===== config.mk =====
export PLATFORM = sky130hd
export DESIGN_NAME = pc_sequencer
export DESIGN_NICKNAME = d
export VERILOG_FILES = /design/src/rtl/pc_sequencer.sv
export SDC_FILE = /design/constraint.sdc
export NUM_CORES = 1
export LEC_CHECK = 0
export BUFFER_PORTS_ARGS = -buffer_cell sky130_fd_sc_hd__buf_2
export CAP_MARGIN = 40
export CORE_ASPECT_RATIO = 1.2
export CORE_UTILIZATION = 32
export CTS_CLUSTER_SIZE = 24
export DETAILED_ROUTE_END_ITERATION = 6
export MAX_ROUTING_LAYER = met4
export PLACE_DENSITY_LB_ADDON = 0.08
export SYNTH_ARGS = -nofsm -noshare
export SYNTH_HDL_FRONTEND = slang
export SYNTH_SLANG_ARGS = --single-unit

===== constraint.sdc =====
create_clock -name clk -period 5.6 [get_ports clk]
set_input_delay 1.4 -clock clk [delete_from_list [all_inputs] [get_ports clk]]
set_output_delay 1.4 -clock clk [all_outputs]
set_load 0.005 [all_outputs]

===== src/rtl/pc_sequencer.sv =====
// pc_sequencer: fetch PC sequencing with redirect/squash control, a saturating
// redirect counter and a registered register-file write port that merges
// writeback writes with jal link writes through a one-entry link buffer.
// Optional macro: BRANCH_DELAY_SLOT_EN (when defined, no squash after redirect;
// the instruction after a branch executes as a delay slot).
module pc_sequencer #(
   parameter logic [31:0] RESET_PC = 32'h0000_0000
) (
   input  logic        clk,
   input  logic        reset,
   input  logic        stall,
   input  logic        redirect_valid,
   input  logic [31:0] redirect_pc,
   input  logic        link_valid,
   input  logic [31:0] link_data,
   input  logic        wb_we,
   input  logic [4:0]  wb_sel,
   input  logic [31:0] wb_data,
   output logic [31:0] pc,
   output logic        fetch_valid,
   output logic        squash,
   output logic        rf_we,
   output logic [4:0]  rf_sel,
   output logic [31:0] rf_data,
   output logic        link_stall,
   output logic [15:0] redirect_count
);

`ifdef BRANCH_DELAY_SLOT_EN
   localparam bit DELAY_SLOT = 1'b1;
`else
   localparam bit DELAY_SLOT = 1'b0;
`endif

   localparam logic [4:0] LINK_REG = 5'd31;

   typedef enum logic [1:0] {BOOT, RUN, SQUASH} state_t;

   state_t      state_q, state_d;
   logic [31:0] pc_q, pc_d;
   logic [15:0] redirect_count_q, redirect_count_d;
   logic        rf_we_q, rf_we_d;
   logic [4:0]  rf_sel_q, rf_sel_d;
   logic [31:0] rf_data_q, rf_data_d;
   logic        link_buf_full_q, link_buf_full_d;
   logic [31:0] link_buf_data_q, link_buf_data_d;
   logic        link_stall_c;
   logic        fetch_live;
   logic        wb_hit;

   assign fetch_live = (state_q != BOOT) && !stall;
   assign wb_hit     = wb_we && (wb_sel != 5'd0);

   // FSM next state: a redirect opens a one-cycle squash window unless delay slots are enabled
   always_comb begin
      state_d = state_q;
      case (state_q)
         BOOT:    state_d = RUN;
         RUN:     if (redirect_valid && !DELAY_SLOT) state_d = SQUASH;
         SQUASH:  state_d = redirect_valid ? SQUASH : RUN;
         default: state_d = BOOT;
      endcase
   end

   // PC next value and saturating redirect counter
   always_comb begin
      pc_d = pc_q;
      if (redirect_valid)  pc_d = {redirect_pc[31:2], 2'b00};
      else if (fetch_live) pc_d = pc_q + 32'd4;
      redirect_count_d = redirect_count_q;
      if (redirect_valid && (redirect_count_q != '1))
         redirect_count_d = redirect_count_q + 16'd1;
   end

   // Write-port arbitration: WB first, then the buffered link, then a fresh link request
   always_comb begin
      rf_we_d         = 1'b0;
      rf_sel_d        = '0;
      rf_data_d       = '0;
      link_buf_full_d = link_buf_full_q;
      link_buf_data_d = link_buf_data_q;
      link_stall_c    = 1'b0;
      if (wb_hit) begin
         rf_we_d   = 1'b1;
         rf_sel_d  = wb_sel;
         rf_data_d = wb_data;
         // younger WB write to r31 makes the buffered link value stale
         if (wb_sel == LINK_REG) link_buf_full_d = 1'b0;
         if (link_valid) begin
            if (!link_buf_full_q) begin
               link_buf_full_d = 1'b1;
               link_buf_data_d = link_data;
            end else begin
               link_stall_c = 1'b1;
            end
         end
      end else if (link_buf_full_q) begin
         rf_we_d         = 1'b1;
         rf_sel_d        = LINK_REG;
         rf_data_d       = link_buf_data_q;
         link_buf_full_d = link_valid;
         if (link_valid) link_buf_data_d = link_data;
      end else if (link_valid) begin
         rf_we_d   = 1'b1;
         rf_sel_d  = LINK_REG;
         rf_data_d = link_data;
      end
   end

   // State registers with synchronous reset
   always_ff @(posedge clk) begin
      if (reset) begin
         state_q          <= BOOT;
         pc_q             <= RESET_PC;
         redirect_count_q <= '0;
         rf_we_q          <= 1'b0;
         rf_sel_q         <= '0;
         rf_data_q        <= '0;
         link_buf_full_q  <= 1'b0;
         link_buf_data_q  <= '0;
      end else begin
         state_q          <= state_d;
         pc_q             <= pc_d;
         redirect_count_q <= redirect_count_d;
         rf_we_q          <= rf_we_d;
         rf_sel_q         <= rf_sel_d;
         rf_data_q        <= rf_data_d;
         link_buf_full_q  <= link_buf_full_d;
         link_buf_data_q  <= link_buf_data_d;
      end
   end

   assign pc             = pc_q;
   assign fetch_valid    = fetch_live;
   assign squash         = (state_q == SQUASH);
   assign rf_we          = rf_we_q;
   assign rf_sel         = rf_sel_q;
   assign rf_data        = rf_data_q;
   assign link_stall     = link_stall_c && !reset;
   assign redirect_count = redirect_count_q;

endmodule


==> results.txt, run 1 <==
----------------------------------------------------
[Outcome]
  Status ... finished clean

[Pwr]
  Pwr per Cell Area ... 338 nW/um^2
  Share of total power consumed by net switching ... 0.233
  Combinational share of power ... 0.113
  Portion of total power attributed to sequential cells ... 0.385
  Maximum vdd drop ... 168 uV
  Static leakage ... 3.21 nW
  Total net switching power ... 571 uW
  Internal power ... 1.88 mW
  Clock network fraction of total power ... 0.502

[Global routing]
  Pin count of the biggest net entering global routing ... 72
  Global routing usage summed across all routing layers ... 0.179
  Global-route wire length before repair ... 24.4 mm
  Number of global-route vias before repair ... 5008
  GR Overflow Total ... 0
  Initial antenna violation count ... 1

[Floorplan]
  Core Box Area ... 16900 sq um
  # IOs ... 196
  Num rows ... 52
  DIE HEIGHT ... 146 microns
  Initial cell density of the core ... 0.327
  Horizontal extent of the die ... 122 microns
  Die Footprint ... 17800 sq um

[Clocking]
  Clock tree from TritonCTS ... built
  H-tree depth reported by CTS ... 4
  Clock root buffer master ... sky130_fd_sc_hd__clkbuf_16
  Post-CTS setup buffers ... 0
  Cells resized by post-CTS repair ... 0
  Number of buffers added to fix hold violations after cts ... 0
  Clk buf depth ... 2
  Clk slew on worst S/H paths ... 0.05 ns
  CTS buffer count ... 17
  Total clock sinks ... 119
  Latest clock arrival within the worst-skew pair ... 0.42 ns

[Timing]
  Accumulated negative setup slack ... 0 ns
  Smallest hold slack ... 0.498 ns
  Transition time at the pin with the least slew margin ... 0.784 ns
  Normalized max-slew margin ... 0.477
  Ratio of final minimum period to clock period ... 0.681
  Final Critical Period ... 3.82 ns
  Max Transition Viols Final ... 0
  Fmax ... 262 MHz
  Final setup violation count ... 0
  Hold Fails Final Rpt ... 0
  Setup slack of the critical path after layout ... 1.78 ns
  Worst Skew ... 0.0102 ns
  Setup repair after global routing missed its margin ... no

[Flow run]
  Number of violations of the max-capacitance limit ... 0

[Drt]
  Via density per instance ... 4.87
  First-pass iteration count of the detailed router ... 4
  Detail Route Antenna Nets ... 0
  Initial DRC Count ... 238
  Wire length reported by the detailed router ... 15.1 mm
  Number of remaining DRC errors ... 0
  Via total after detailed routing ... 5157
  Routed WL per cell ... 14.3 microns

[Logic synthesis]
  Number of different library cells in the post-synthesis netlist ... 52
  Post-Synth Simple-Gate Area ... 0.249
  Sequential-to-total area share from yosys stat ... 0.432
  Number of standard cells after synthesis ... 661
  Warnings, synthesis ... 0
  Area fraction in compound gates after synthesis ... 0.140
  Count of state elements after synthesis ... 119
  Synthesized-area fraction occupied by adder cells ... 0.00636
  Combinational family with the most area after synthesis ... simple AND/OR/NAND/NOR gates
  Multiplexer fraction of the synthesized cell area ... 0.0681
  Parity-gate share of the synthesized area counting xor and xnor cells ... 0.0588
  Post-synthesis average cell area ... 8.34 sq um
  Mapped cell area ... 5510 sq um

[Final layout]
  Layout Utilization ... 0.430
  Fraction of final layout cells sized beyond drive strength 1 ... 0.288
  Area delta synth->final ... 31.4%
  Post-route design area ... 7240 sq um
  Number of nets at the end of the flow ... 940
  Layout fillers ... 1729

[Setup path]
  Data arrival time of the critical path ... 2.42 ns
  Setup crit end kind ... output port
  Max Fanout on Critical Path ... 3
  Required time worst endpoint ... 4.20 ns
  Launching element type of the critical path ... primary input
  Start-to-end type of the worst setup path ... primary input to output port
  Internal reg-to-reg setup slack ... 3.30 ns

[Min path]
  Worst min path class ... flip-flop to flip-flop

[Place]
  Post-placement worst setup slack ... 1.78 ns
  Buffers added on ports ... 191
  DPL Wire Length ... 10.4 mm
  Cell area after placement ... 6570 sq um
  Final GP Congestion ... 0.779

----------------------------------------------------
-- state kept, by name, indices dropped and copies added (netlist names) --
register and count:
rf_sel 5, link_buf_full_q 1, rf_data 32, redirect_count 16
link_buf_data_q 32, pc 30, state_q 2, rf_we 1
-- cell usage in the layout (no fill, tap or decap), drive strengths merged, types with 2 or more instances in the layout --
cell type  Yosys  routed
nor2         145     145
a21oi         42      42
or4            2       2
a211oi        51      51
ha             2       2
nor3          14      14
nand2         66      66
nand3         16      16
a31oi          3       3
nand4         22      22
inv            7       7
and4           4       4
bufinv         0       5
clkbuf        31      24
xnor2         19      19
clkinv         0       2
o21a           5       5
and3           8       8
and2           3       3
or3            3       3
buf           15     196
mux2i         36      36
o211ai         2       2
conb           1       2
dfxtp        119     119
nor4           6       6
nor2b          3       3
o21ai          3       3
or2            2       2
xor2          18      18
-- layout make-up --
class / count / area (sq um) / area share
clock inverters: 7 / 164 / 0.0226
clock buffers: 24 / 502 / 0.0693
multi-input cells: 490 / 2900 / 0.400
diodes: 1 / 2.50 / 0.000346
repair buffers: 196 / 996 / 0.138
well taps: 216 / 270 / 0.0373
inverters: 7 / 26.3 / 0.00363
flip-flops and latches: 119 / 2380 / 0.329
-- synthesized netlist by cell type, drive strengths merged --
master / n / area [sq um]
a211oi: 51 / 388
o21a: 5 / 37.5
o21bai: 1 / 11.3
nor2: 145 / 544
a32oi: 1 / 8.76
mux2: 1 / 15.0
ha: 2 / 25.0
nor4bb: 1 / 10.0
inv: 7 / 26.3
nor3b: 1 / 12.5
o21ai: 3 / 22.5
nand3b: 1 / 7.51
conb: 1 / 3.75
or4: 2 / 15.0
buf: 15 / 100
maj3: 1 / 10.0
and3b: 1 / 8.76
or3: 3 / 18.8
a41oi: 1 / 8.76
and3: 8 / 50.1
a21oi: 42 / 210
nand4: 22 / 144
a2111oi: 1 / 8.76
mux2i: 36 / 360
nor4: 6 / 67.6
a31oi: 3 / 18.8
xnor2: 19 / 166
dfxtp: 119 / 2380
o211ai: 2 / 15.0
xor2: 18 / 158
a311oi: 1 / 8.76
and2: 3 / 18.8
and4: 4 / 35.0
nor2b: 3 / 18.8
nor3: 14 / 80.1
a22o: 1 / 8.76
nand2: 66 / 250
o311ai: 1 / 26.3
clkbuf: 31 / 116
or2: 2 / 12.5
nand3: 16 / 80.1
-- final timing paths --
kind,endpoint,cells after the start,startpoint
setup / recovery,link_stall,5,wb_sel[4]
hold / removal,link_buf_data_q[16],2,link_buf_data_q[16]
setup reg to reg,link_buf_data_q[31],6,link_buf_full_q
hold reg to reg,link_buf_data_q[16],2,link_buf_data_q[16]
-- power groups by stage --
| stage | Combinational [mW] | Clock (mW) | Sequential, mW |
|---|---|---|---|
| after global placement | 0.276 | 0 | 0.959 |
| after global routing | 0.310 | 1.30 | 0.950 |
| after detailed placement | 0.281 | 0 | 0.960 |
| after CTS | 0.283 | 1.26 | 0.943 |
| final | 0.277 | 1.23 | 0.943 |
| after floorplan | 0.171 | 0 | 0.958 |
-- critical path, cell delays in order --
cell and delay, ns:
sky130_fd_sc_hd__buf_2 0.11, sky130_fd_sc_hd__or3_1 0.49, sky130_fd_sc_hd__o21ai_4 0.18, sky130_fd_sc_hd__nor4bb_1 0.07, sky130_fd_sc_hd__buf_2 0.17
-- through the flow --
step | power [mW] | cells
2_1_floorplan | 1.13 | 662
3_3_place_gp | 1.23 | 1028
3_5_place_dp | 1.24 | 1028
4_1_cts | 2.48 | 1059
5_1_grt | 2.56 | 1060
6_report | 2.45 | 1060
-- per-layer routing --
layer  share of wire  GRT usage  wire length (microns)  vias to the layer above
met2            0.48      0.289                   7230                      139
met4           0.023     0.0833                    348                        0
met1            0.44      0.200                   6600                     2357
li1                -          -                      -                     2635
met5               0          -                      0                        -
met3           0.061     0.0509                    926                       26
-- cell families after synthesis --
| logic type | after synthesis |
|---|---|
| other cells | 1 |
| fa+ha+maj | 3 |
| mux | 37 |
| simple gates | 298 |
| xor+xnor | 37 |
| compound gates | 113 |
| flops | 119 |
| buf+inv | 53 |
Note: power is estimated with default switching activity, not from simulation.
==> run 2, diff against run 1 <==
- ABC_AREA: not set -> 1
- clock period: 5.6 -> 3.05 ns (I/O delays scaled with it)
==> run 2 against run 1 <==
  * Core utilization down 1.1 points
  * Critical endpoint unchanged
  * Sequential share of layout area down 1.6 points
  * Flip-flop and latch count unchanged
  * Worst setup slack worse by 0.99 ns
  * Register-to-register slack worse by 2.2 ns
  * Cell area up 5.0%
  * Clock skew up 0.00079 ns
==> results.txt, run 2 <==
----------------------------------------------------
[Min path]
  Worst min path class ... flip-flop to flip-flop
  Hold path endpoint ... rf_data[5]
  Source of the worst hold timing path ... link_buf_data_q[5]
  Hold Path Stages ... 2 (unchanged)

[Final layout]
  Most frequent standard cell in the layout excluding fill and tap cells ... sky130_fd_sc_hd__nand2_1
  Post-route design area ... 7600 sq um (+5.0%)
  Fraction of final layout cells sized beyond drive strength 1 ... 0.246 (-0.0424)
  Number of nets at the end of the flow ... 1175 (+25%)
  Leading cell types in the layout, fill and taps excluded ... sky130_fd_sc_hd__nand2_1 (209), sky130_fd_sc_hd__buf_2 (191), sky130_fd_sc_hd__nor2_1 (165), sky130_fd_sc_hd__dfxtp_1 (119), sky130_fd_sc_hd__nand3_1 (89)
  Area delta synth->final ... 28.5%
  Layout fillers ... 2022 (+17%)
  Number of standard cells in the final layout excluding fillers ... 1304 (+23%)

[Clocking]
  Cells resized by post-CTS repair ... 0 (unchanged)
  Latest clock arrival within the worst-skew pair ... 0.42 ns (about the same)
  Clock root buffer master ... sky130_fd_sc_hd__clkbuf_16
  Clock tree from TritonCTS ... built
  Total clock sinks ... 119 (unchanged)
  CTS buffer count ... 17 (unchanged)
  Number of buffers added to fix hold violations after cts ... 0 (unchanged)
  Clk slew on worst S/H paths ... 0.06 ns (about the same)
  Clk buf depth ... 2 (unchanged)
  Post-CTS setup buffers ... 0 (unchanged)
  H-tree depth reported by CTS ... 4 (unchanged)

[Global routing]
  Number of global-route vias before repair ... 6089 (+22%)
  Pin count of the biggest net entering global routing ... 78 (+8.3%)
  Global routing usage summed across all routing layers ... 0.216 (+0.0377)
  Global-route wire length before repair ... 31.1 mm (+28%)
  Initial antenna violation count ... 2 (+1)
  GR Overflow Total ... 0 (unchanged)

[Pwr]
  Clock network fraction of total power ... 0.469 (-0.033)
  Portion of total power attributed to sequential cells ... 0.410 (+0.025)
  Pwr per Cell Area ... 557 nW/um^2 (+65%)
  Maximum vdd drop ... 355 uV (+110%)
  Total net switching power ... 1.16 mW (+100%)
  Internal power ... 3.08 mW (+64%)
  Share of total power consumed by net switching ... 0.273 (+0.0401)
  Static leakage ... 3.29 nW (+2.4%)
  Combinational share of power ... 0.121 (+0.008)

[Timing]
  Ratio of final minimum period to clock period ... 0.740
  Smallest hold slack ... 0.478 ns (-0.0199 ns)
  Accumulated negative setup slack ... 0 ns (unchanged)
  Setup repair after global routing missed its margin ... no
  Fmax ... 443 MHz
  Max Transition Viols Final ... 0 (unchanged)
  Normalized max-slew margin ... 0.518 (+0.0410)
  Transition time at the pin with the least slew margin ... 0.723 ns (-0.0603 ns)
  Hold Fails Final Rpt ... 0 (unchanged)
  Final Critical Period ... 2.26 ns
  Worst Skew ... 0.0110 ns (+0.000794 ns)
  Final setup violation count ... 0 (unchanged)

[Place]
  Final GP Congestion ... 0.895 (+15%)
  Instance count after placement with tap cells included ... 1271 (+24%)
  DPL Wire Length ... 13.5 mm (+30%)
  Buffers added on ports ... 191 (unchanged)
  Cell area after placement ... 7020 sq um (+6.8%)

[Setup path]
  Launching point of the worst reg2reg path ... state_q[1]
  R2r endpoint ... pc[8]
  Required time worst endpoint ... 2.29 ns (-1.91 ns)
  Worst reg2reg path depth ... 9 (+3)
  Start-to-end type of the worst setup path ... flip-flop to output port
  Max Fanout on Critical Path ... 16 (+13)
  Launching element type of the critical path ... flip-flop
  Internal reg-to-reg setup slack ... 1.14 ns (-2.16 ns)
  Data arrival time of the critical path ... 1.49 ns (-0.93 ns)
  Setup crit end kind ... output port

[Floorplan]
  Die Footprint ... 19000 sq um (+7.3%)
  Horizontal extent of the die ... 126 microns (+3.6%)
  Core Box Area ... 18200 sq um (+7.9%)
  Num rows ... 54 (+3.8%)
  # IOs ... 196 (unchanged)
  Initial cell density of the core ... 0.326 (-0.00144)
  DIE HEIGHT ... 151 microns (+3.6%)

[Logic synthesis]
  Most area-consuming cells after synthesis ... sky130_fd_sc_hd__dfxtp_1 (40%), sky130_fd_sc_hd__nand2_1 (13%), sky130_fd_sc_hd__nor2_1 (10%), sky130_fd_sc_hd__nand3_1 (7.5%), sky130_fd_sc_hd__o21ai_0 (5.6%)
  Post-Synth Simple-Gate Area ... 0.357 (+0.108)
  Synthesized-area fraction occupied by adder cells ... 0.00423 (-0.00213)
  Library cell occupying the most area in the post-synthesis netlist ... sky130_fd_sc_hd__dfxtp_1
  Fraction of post-synthesis cell area in the top cell type by area ... 0.403 (-0.0297)
  Warnings, synthesis ... 0 (unchanged)
  Multiplexer fraction of the synthesized cell area ... 0 (-0.0681)
  Count of state elements after synthesis ... 119 (unchanged)
  Most frequent cell after synthesis ... sky130_fd_sc_hd__nand2_1
  Parity-gate share of the synthesized area counting xor and xnor cells ... 0.0163 (-0.0425)
  Number of standard cells after synthesis ... 891 (+35%)
  Post-synth EDFFs ... 0 (unchanged)
  Number of different library cells in the post-synthesis netlist ... 33 (-37%)
  Post-synthesis average cell area ... 6.64 sq um (-20%)
  Combinational family with the most area after synthesis ... simple AND/OR/NAND/NOR gates
  Area fraction in compound gates after synthesis ... 0.140 (about the same)
  Fraction of registers with async set/reset ... 0 (unchanged)
  Synth top cells by count ... sky130_fd_sc_hd__nand2_1 (209), sky130_fd_sc_hd__nor2_1 (165), sky130_fd_sc_hd__dfxtp_1 (119)
  Commonest register cell after synthesis ... sky130_fd_sc_hd__dfxtp_1
  Sequential-to-total area share from yosys stat ... 0.403 (-0.0297)
  Mapped cell area ... 5920 sq um (+7.4%)

[Outcome]
  Status ... finished clean

[Drt]
  Routed WL per cell ... 14.9 microns (+4.5%)
  First-pass iteration count of the detailed router ... 4 (unchanged)
  Number of remaining DRC errors ... 0 (unchanged)
  Detail Route Antenna Nets ... 0 (unchanged)
  Wire length reported by the detailed router ... 19.4 mm (+29%)
  Initial DRC Count ... 288 (+21%)
  Via density per instance ... 4.87 (+0.12%)
  Via total after detailed routing ... 6352 (+23%)

[Flow run]
  Number of violations of the max-capacitance limit ... 0 (unchanged)

----------------------------------------------------
-- run 2: changes by cell type in the layout (fill, tap and decap cells not counted), sizes merged, moves of 28 or more --
cell    change
a211oi     -51
mux2i      -36
nor2       +31
nand2     +149
nand3      +74
a31oi      +28
inv        +51
o21ai      +68
-- run 2: power groups by stage --
stage               Sequential, mW  Clock (mW)  Combinational (mW)
finish                        1.74        1.98               0.514
global route                  1.75        2.11               0.585
CTS                           1.74        2.04               0.521
detailed placement            1.77           0               0.519
global placement              1.77           0               0.516
floorplan                     1.76           0               0.297
-- run 2: metal layers --
layer	vias up	track usage	part of all wire
met2	180	0.371	0.49
met1	2874	0.239	0.42
met4	0	0.0771	0.022
li1	3273	-	-
met3	25	0.0625	0.064
met5	-	-	0
-- run 2: cell type report --
class	instances	area, sq um	area share
diodes	2	5.00	0.000658
clock buffers	17	425	0.0559
clock inverters	14	154	0.0202
inverters	56	210	0.0276
multi-input cells	665	3070	0.404
flip-flops and latches	119	2380	0.313
well taps	224	280	0.0369
repair buffers	207	1080	0.141
-- run 2: worst max path at each step --
stage	startpoint	to	slack, ns
finish	link_buf_full_q	link_stall	0.79
global placement	redirect_valid	pc[9]	0.70
CTS	link_buf_full_q	link_stall	0.75
global route	link_buf_full_q	link_stall	0.66
floorplan	reset	link_stall	0.73
detailed placement	wb_sel[4]	link_buf_data_q[4]	0.67
-- run 2: kinds of logic (layout without fill, tap and decap cells) --
logic type / after synthesis / after routing
simple gates: 501 / 501
compound gates: 149 / 149
flops: 119 / 119
buf+inv: 108 / 294
xor+xnor: 11 / 11
fa+ha+maj: 2 / 2
other cells: 1 / 4
-- run 2: through the flow --
step | setup slack, ns | power, mW | utilization
floorplan | 0.726 | 2.05 | -
global placement | 0.695 | 2.29 | 0.386
detailed placement | 0.666 | 2.29 | 0.386
CTS | 0.752 | 4.30 | 0.418
global route | 0.661 | 4.45 | 0.418
finish | 0.794 | 4.23 | 0.418
-- run 2: worst max-delay path, cell delays in order (launching register included) --
cell and delay (ns):
sky130_fd_sc_hd__dfxtp_1 0.72, sky130_fd_sc_hd__nand2_2 0.13, sky130_fd_sc_hd__nor2_1 0.10, sky130_fd_sc_hd__buf_2 0.14
